$ cat config.mk
export PLATFORM = sky130hd
export DESIGN_NAME = ctrl_hazard_pipe
export DESIGN_NICKNAME = d
export VERILOG_FILES = /design/src/rtl/ctrl_hazard_pipe.sv
export SDC_FILE = /design/constraint.sdc
export NUM_CORES = 1
export LEC_CHECK = 0
export CELL_PAD_IN_SITES_DETAIL_PLACEMENT = 2
export CELL_PAD_IN_SITES_GLOBAL_PLACEMENT = 2
export CORE_ASPECT_RATIO = 1.1
export CORE_UTILIZATION = 31
export DETAILED_ROUTE_END_ITERATION = 12
export PLACE_DENSITY = 0.92
export RECOVER_POWER = 50
export SYNTH_ARGS = -nofsm -noshare
export SYNTH_HDL_FRONTEND = slang
export SYNTH_SLANG_ARGS = --single-unit
$ cat constraint.sdc
create_clock -name i_clk -period 3.5 [get_ports i_clk]
set_input_delay 0.875 -clock i_clk [delete_from_list [all_inputs] [get_ports i_clk]]
set_output_delay 0.875 -clock i_clk [all_outputs]
set_load 0.01 [all_outputs]
$ cat src/rtl/ctrl_hazard_pipe.sv
// Pipelined control bundle for the 5-stage MIPS core: carries decode control through E/M/W
// and derives forwarding selects, load-use / branch-operand stalls and D/E flushes.
// Latency: D->E 1 cycle, D->M 2, D->W 3; forward/stall/flush outputs are combinational.
// Backpressure: i_MemStall freezes E/M/W and holds F/D; a hazard stall holds F/D and bubbles E.
//
// Ports:
//   i_clk, i_rst                  clock, asynchronous active-high reset
//   i_*D                          decode-stage control and register specifiers
//   i_MemStall                    data memory not ready, freeze everything
//   o_*E / o_*M / o_*W            registered stage control and resolved destinations
//   o_ForwardAE/BE                execute operand selects: 00 regfile, 01 W result, 10 M ALU result
//   o_ForwardAD/BD                branch comparator operand from the M ALU result
//   o_StallF/D, o_FlushD/E        fetch/decode hold and decode/execute clear
module ctrl_hazard_pipe (
  input  logic       i_clk,
  input  logic       i_rst,
  input  logic       i_RegWriteD,
  input  logic       i_MemWriteD,
  input  logic       i_ALUSrcD,
  input  logic       i_LoadD,
  input  logic       i_BranchD,
  input  logic       i_JumpRD,
  input  logic       i_PCSrcD,
  input  logic [1:0] i_MemtoRegD,
  input  logic [2:0] i_ALUControlD,
  input  logic [1:0] i_RegDstD,
  input  logic [4:0] i_RsD,
  input  logic [4:0] i_RtD,
  input  logic [4:0] i_RdD,
  input  logic       i_MemStall,
  output logic       o_RegWriteE,
  output logic       o_RegWriteM,
  output logic       o_RegWriteW,
  output logic [1:0] o_MemtoRegE,
  output logic [1:0] o_MemtoRegM,
  output logic [1:0] o_MemtoRegW,
  output logic       o_MemWriteE,
  output logic       o_MemWriteM,
  output logic [2:0] o_ALUControlE,
  output logic       o_ALUSrcE,
  output logic [4:0] o_WriteRegE,
  output logic [4:0] o_WriteRegM,
  output logic [4:0] o_WriteRegW,
  output logic [4:0] o_RsE,
  output logic [4:0] o_RtE,
  output logic [1:0] o_ForwardAE,
  output logic [1:0] o_ForwardBE,
  output logic       o_ForwardAD,
  output logic       o_ForwardBD,
  output logic       o_StallF,
  output logic       o_StallD,
  output logic       o_FlushD,
  output logic       o_FlushE
);

  // Stage register contents. An all-zero value of each is a bubble.
  typedef struct packed {
    logic       reg_write;
    logic [1:0] memto_reg;
    logic       mem_write;
    logic [2:0] alu_ctrl;
    logic       alu_src;
    logic       load;
    logic [4:0] write_reg;
    logic [4:0] rs;
    logic [4:0] rt;
  } e_stage_t;

  typedef struct packed {
    logic       reg_write;
    logic [1:0] memto_reg;
    logic       mem_write;
    logic       load;
    logic [4:0] write_reg;
  } m_stage_t;

  typedef struct packed {
    logic       reg_write;
    logic [1:0] memto_reg;
    logic [4:0] write_reg;
  } w_stage_t;

  e_stage_t e_q, e_d, e_cap;
  m_stage_t m_q, m_d;
  w_stage_t w_q, w_d;

  logic [4:0] write_reg_dec;
  logic       br_uses_rs;
  logic       br_uses_rt;
  logic       e_br_hit;
  logic       m_br_hit;
  logic       lw_stall;
  logic       br_stall;
  logic       hz_stall;

  // Operand-A/B select for the execute stage. M wins over W because it is the younger result.
  function automatic logic [1:0] fwd_sel(input logic [4:0] src, input m_stage_t m,
                                         input w_stage_t w);
    logic [1:0] sel;
    sel = 2'b00;
    if (src != 5'd0 && m.reg_write && m.write_reg == src) begin
      sel = 2'b10;
    end else if (src != 5'd0 && w.reg_write && w.write_reg == src) begin
      sel = 2'b01;
    end
    return sel;
  endfunction

  // Destination resolved once at D->E capture; RegDst 11 maps to $0, which never matches.
  always_comb begin
    case (i_RegDstD)
      2'b00:   write_reg_dec = i_RtD;
      2'b01:   write_reg_dec = i_RdD;
      2'b10:   write_reg_dec = 5'd31;
      default: write_reg_dec = 5'd0;
    endcase
  end

  always_comb begin
    e_cap           = '0;
    e_cap.reg_write = i_RegWriteD;
    e_cap.memto_reg = i_MemtoRegD;
    e_cap.mem_write = i_MemWriteD;
    e_cap.alu_ctrl  = i_ALUControlD;
    e_cap.alu_src   = i_ALUSrcD;
    e_cap.load      = i_LoadD;
    e_cap.write_reg = write_reg_dec;
    e_cap.rs        = i_RsD;
    e_cap.rt        = i_RtD;
  end

  // Hazard detection. A jr only reads rs; a branch compares rs and rt.
  always_comb begin
    br_uses_rs = i_BranchD | i_JumpRD;
    br_uses_rt = i_BranchD;

    lw_stall = e_q.load && (e_q.rt != 5'd0) &&
               ((e_q.rt == i_RsD) || (e_q.rt == i_RtD));

    // ALU producer in E: its result is not ready for the D-stage comparator yet.
    e_br_hit = e_q.reg_write && (e_q.write_reg != 5'd0) &&
               ((br_uses_rs && e_q.write_reg == i_RsD) ||
                (br_uses_rt && e_q.write_reg == i_RtD));

    // Load producer in M: data only arrives at W, so a second stall cycle is needed.
    m_br_hit = m_q.load && (m_q.write_reg != 5'd0) &&
               ((br_uses_rs && m_q.write_reg == i_RsD) ||
                (br_uses_rt && m_q.write_reg == i_RtD));

    br_stall = e_br_hit | m_br_hit;
    hz_stall = lw_stall | br_stall;
  end

  // Stage advance: freeze holds everything, a hazard stall slips a bubble into E.
  always_comb begin
    e_d = e_q;
    m_d = m_q;
    w_d = w_q;
    if (!i_MemStall) begin
      w_d.reg_write = m_q.reg_write;
      w_d.memto_reg = m_q.memto_reg;
      w_d.write_reg = m_q.write_reg;

      m_d.reg_write = e_q.reg_write;
      m_d.memto_reg = e_q.memto_reg;
      m_d.mem_write = e_q.mem_write;
      m_d.load      = e_q.load;
      m_d.write_reg = e_q.write_reg;

      if (hz_stall) begin
        e_d = '0;
      end else begin
        e_d = e_cap;
      end
    end
  end

  always_ff @(posedge i_clk or posedge i_rst) begin
    if (i_rst) begin
      e_q <= '0;
      m_q <= '0;
      w_q <= '0;
    end else begin
      e_q <= e_d;
      m_q <= m_d;
      w_q <= w_d;
    end
  end

  // Stall/flush priority: freeze, then hazard stall, then normal flow.
  // Held at zero while reset is asserted so the core sees a quiet control bundle.
  always_comb begin
    o_StallF = 1'b0;
    o_StallD = 1'b0;
    o_FlushD = 1'b0;
    o_FlushE = 1'b0;
    if (i_rst) begin
      o_StallF = 1'b0;
    end else if (i_MemStall) begin
      o_StallF = 1'b1;
      o_StallD = 1'b1;
    end else if (hz_stall) begin
      // A redirect from a stalled branch is dropped; it re-resolves next cycle.
      o_StallF = 1'b1;
      o_StallD = 1'b1;
      o_FlushE = 1'b1;
    end else begin
      o_FlushD = i_PCSrcD;
    end
  end

  always_comb begin
    o_ForwardAE = 2'b00;
    o_ForwardBE = 2'b00;
    o_ForwardAD = 1'b0;
    o_ForwardBD = 1'b0;
    if (!i_rst) begin
      o_ForwardAE = fwd_sel(e_q.rs, m_q, w_q);
      o_ForwardBE = fwd_sel(e_q.rt, m_q, w_q);
      o_ForwardAD = (i_RsD != 5'd0) && m_q.reg_write && (m_q.write_reg == i_RsD);
      o_ForwardBD = (i_RtD != 5'd0) && m_q.reg_write && (m_q.write_reg == i_RtD);
    end
  end

  assign o_RegWriteE   = e_q.reg_write;
  assign o_MemtoRegE   = e_q.memto_reg;
  assign o_MemWriteE   = e_q.mem_write;
  assign o_ALUControlE = e_q.alu_ctrl;
  assign o_ALUSrcE     = e_q.alu_src;
  assign o_WriteRegE   = e_q.write_reg;
  assign o_RsE         = e_q.rs;
  assign o_RtE         = e_q.rt;

  assign o_RegWriteM   = m_q.reg_write;
  assign o_MemtoRegM   = m_q.memto_reg;
  assign o_MemWriteM   = m_q.mem_write;
  assign o_WriteRegM   = m_q.write_reg;

  assign o_RegWriteW   = w_q.reg_write;
  assign o_MemtoRegW   = w_q.memto_reg;
  assign o_WriteRegW   = w_q.write_reg;

endmodule

==> results.sh <==
export IMPL_cts_reportedPaths_clkPinSlew_ns=0.09
export IMPL_yosysTopAreaCell="dfrtp_1"
export IMPL_timing_rr_start="o_WriteRegM[4]$_DFFE_PP0N_"
export IMPL_whs_path_depth=2
export IMPL_worstSetupPathType="primary input to output pin"
export IMPL_synth_xor_area_frac=0.134
export IMPL_final_layout_size_suffix_gt1_frac=0.275
export IMPL_clk_latency_ns=0.30
export IMPL_power_switching_mw=0.607
export IMPL_worst_slack_ns=0.110
export IMPL_dieArea_mm2=0.0109
export IMPL_gr_total_overflow=0
export IMPL_core_mm2=0.0100
export IMPL_diodes=0
export IMPL_area_delta_synth_final_pct=26.8
export IMPL_vias_per_cell=5.08
export IMPL_start_util=0.325
export IMPL_finalCriticalPeriod_ns=3.39
export IMPL_cp_start_kind="primary input"
export IMPL_post_route_drc_count=0
export IMPL_grt_pass1_vias=3107
export IMPL_setup_viol=0
export IMPL_end_kind="output pin"
export IMPL_seq_area_mm2=0.00105
export IMPL_drt_iter0_markers=51
export IMPL_worstPathRequired_ns=2.62
export IMPL_slew_violations=45
export IMPL_power_density_mw_per_mm2=411
export IMPL_multi_input_area_mm2=0.00175
export IMPL_grt_max_degree=45
export IMPL_p_int_mw=1.09
export IMPL_synth_top_family_by_area="simple AND/OR/NAND/NOR gates"
export IMPL_fin_util=0.413
export IMPL_fill_cells=1074
export IMPL_r2r_end="o_ALUControlE[0]$_DFFE_PP0N_"
export IMPL_ys_warn_count=0
export IMPL_synth_edf_count=0
export IMPL_synth_seq_cells=42
export IMPL_synth_compound_area_frac=0.156
export IMPL_maxCapViolations=1
export IMPL_holdBufCountCts=0
export IMPL_die_w_um=99.8
export IMPL_async_flop_share=1.00
export IMPL_ios=82
export IMPL_worstHoldStart="o_ALUControlE[0]$_DFFE_PP0N_"
export IMPL_num_vias=2670
export IMPL_cts_buffers=5
export IMPL_outcome="finished, violations left"
export IMPL_worstPathArrival_ns=2.52
export IMPL_pre_cts_ws_ns=-0.491
export IMPL_rsz0062_at_grt="false"
export IMPL_synth_area_mm2=0.00326
export IMPL_clk_path_buf_depth=2
export IMPL_htreeDepth=2
export IMPL_fin_skew_ns=0.00444
export IMPL_seq_area_frac_synth=0.322
export IMPL_track_usage=0.212
export IMPL_syn_num_nets=348
export IMPL_fin_nets=417
export IMPL_post_dp_cell_area_mm2=0.00406
export IMPL_dp_hpwl_um=8250
export IMPL_ant_nets=0
export IMPL_synthMuxAreaShare=0.0586
export IMPL_reg2reg_slack_ns=1.17
export IMPL_max_freq_ghz=0.295
export IMPL_power_share_sequential=0.391
export IMPL_wl_um=11000
export IMPL_rows=38
export IMPL_yosys_area_share_simple=0.179
export IMPL_relSlewSlack=-0.158
export IMPL_die_h_um=110
export IMPL_pwr_share_clk=0.200
export IMPL_final_area_mm2=0.00414
export IMPL_cts_tree="done"
export IMPL_cts_sinks=42
export IMPL_failed_checks="max-capacitance violations, max-slew violations"
export IMPL_antenna_found_initial=0
export IMPL_tightest_slew_ns=1.74
export IMPL_synthCells=316
export IMPL_r2r_cells=7
export IMPL_syn_avg_cell_area_um2=10.3
export IMPL_p_leak_nw=1.72
export IMPL_wire_per_inst_um=20.9
export IMPL_hold_class="flop to flop"
export IMPL_switching_share=0.357
export IMPL_placed_cells=515
export IMPL_synth_ff_type="dfrtp_1"
export IMPL_hold_slack_ns=0.483
export IMPL_cp_max_fo=3
export IMPL_clk_root_buffer_cell="clkbuf_8"
export IMPL_synth_area_leaders="dfrtp_1 32%, o41ai_2 10%, xnor2_1 8.6%, buf_4 6.7%, mux2_2 5.9%"
export IMPL_port_buffers=81
export IMPL_dr_pass1_iters=4
export IMPL_grt_pass1_wl_um=17400
export IMPL_synth_top_cell_area_share=0.322
export IMPL_post_route_period_util=0.969
export IMPL_pwr_share_comb=0.408
export IMPL_holdPathEnd="o_ALUControlE[0]$_DFFE_PP0N_"
export IMPL_synth_adder_area_share=0
export IMPL_finalHoldViolations=0
export IMPL_vdd_drop_max_uv=135
export IMPL_synth_distinct_cells=40
export IMPL_fin_cells=526
export IMPL_gp_congestion=0.858
[metrics by stage]
| stage | setup TNS [ns] | total power, mW |
|---|---|---|
| final | 0 | 1.70 |
| after global routing | 0 | 1.79 |
| after CTS | 0 | 1.73 |
| after detailed placement | -2.59 | 1.38 |
| after global placement | -2.33 | 1.34 |
| after floorplan | 0 | 1.11 |
[layout by cell type, fill, tap and decap left out, types with 2 or more instances in the layout]
master | Yosys | routed
xor2_1 | 18 | 18
clkbuf_1 | 5 | 8
xnor2_2 | 0 | 2
mux2_2 | 17 | 17
o21ai_0 | 2 | 2
clkbuf_8 | 4 | 6
clkbuf_2 | 1 | 6
dlygate4sd2_1 | 0 | 6
nand2_1 | 37 | 37
dlygate4sd3_1 | 0 | 6
dfrtp_1 | 42 | 42
nand3_1 | 3 | 3
clkdlybuf4s50_1 | 0 | 57
or4_1 | 5 | 5
buf_4 | 29 | 37
and2_1 | 2 | 2
nor3_1 | 10 | 10
o41ai_1 | 3 | 3
nor2_1 | 6 | 5
a211oi_1 | 5 | 5
nand4_1 | 6 | 6
nand2b_1 | 5 | 5
nand3b_1 | 19 | 19
nor2_2 | 2 | 3
nor4_1 | 5 | 4
xnor2_1 | 32 | 30
a211oi_4 | 2 | 2
clkdlybuf4s15_2 | 0 | 3
o41ai_2 | 21 | 21
[flip-flops by register name, summed over array words and instances, names as in the netlist, 2 cells and up]
register       flops
o_WriteRegE        5
o_MemtoRegE        2
o_ALUControlE      3
o_MemtoRegM        2
o_RtE              5
o_MemtoRegW        2
o_WriteRegM        5
o_WriteRegW        5
o_RsE              5
[cell usage after synthesis, types with 2 or more instances]
cell,n
clkbuf_8,4
buf_4,29
nor3_1,10
buf_2,10
clkbuf_1,5
or4_1,5
nand2_1,37
a211oi_4,2
xor2_1,18
a211oi_1,5
buf_6,8
mux2_2,17
o41ai_2,21
nand3_1,3
buf_8,2
nand3b_1,19
nor2_2,2
nand2b_1,5
nor4_1,5
nand4_1,6
nor2_1,6
and2_1,2
xnor2_1,32
buf_1,2
o41ai_1,3
dfrtp_1,42
o21ai_0,2
inv_1,2
[critical path: stages]
cell	delay, ns
clkdlybuf4s15_2	0.22
xor2_1	0.15
nor3_1	0.21
nand3_1	0.16
a211oi_4	0.34
buf_4	0.19
nor4_1	0.05
dlygate4sd2_1	0.30
[logic make-up after synthesis]
group,count (synthesis)
AOI/OAI and AO/OA,39
xor gates and xnor gates,50
buffers and inverters,64
DFF,42
muxes,17
and+or+nand+nor,104
[timing repair]
action | in CTS | in global routing
endpoints found under the setup margin | 7 | 5
setup buffers | 3 | 0
pin swaps | 7 | 7
resized for setup | 28 | 14
[cell type report]
class / instances / share of cell area
Inverter: 2 / 0.00181
Sequential cell: 42 / 0.254
Tap cell: 140 / 0.0423
Multi-Input combinational cell: 210 / 0.422
Timing Repair Buffer: 124 / 0.258
Clock buffer: 7 / 0.0209
Clock inverter: 1 / 0.00121
[metal layers]
metal | share of wire | track usage
met3 | 0.032 | 0.0343
met2 | 0.55 | 0.405
met5 | 0 | 0
met4 | 0.016 | 0.0651
met1 | 0.40 | 0.240
[power by group through the flow]
stage	Clock, mW	Sequential, mW	Combinational [mW]
after global routing	0.367	0.679	0.747
after CTS	0.349	0.668	0.709
final	0.341	0.666	0.694
after detailed placement	0	0.678	0.704
after global placement	0	0.671	0.670
after floorplan	0	0.647	0.464
[how the worst max path moves through the flow]
stage                                    start        endpoint  cells past startpoint
after floorplan                       i_RsD[0]        o_StallF                      7
after global placement                i_RtD[2]        o_StallF                      7
after detailed placement              i_RtD[2]        o_StallF                      7
after CTS                             i_RsD[0]        o_StallF                      8
after global routing      o_RsE[0]$_DFFE_PP0N_  o_ForwardAE[0]                      5
final                                 i_RtD[4]        o_FlushD                      8
(Power assumes the default switching activity.)
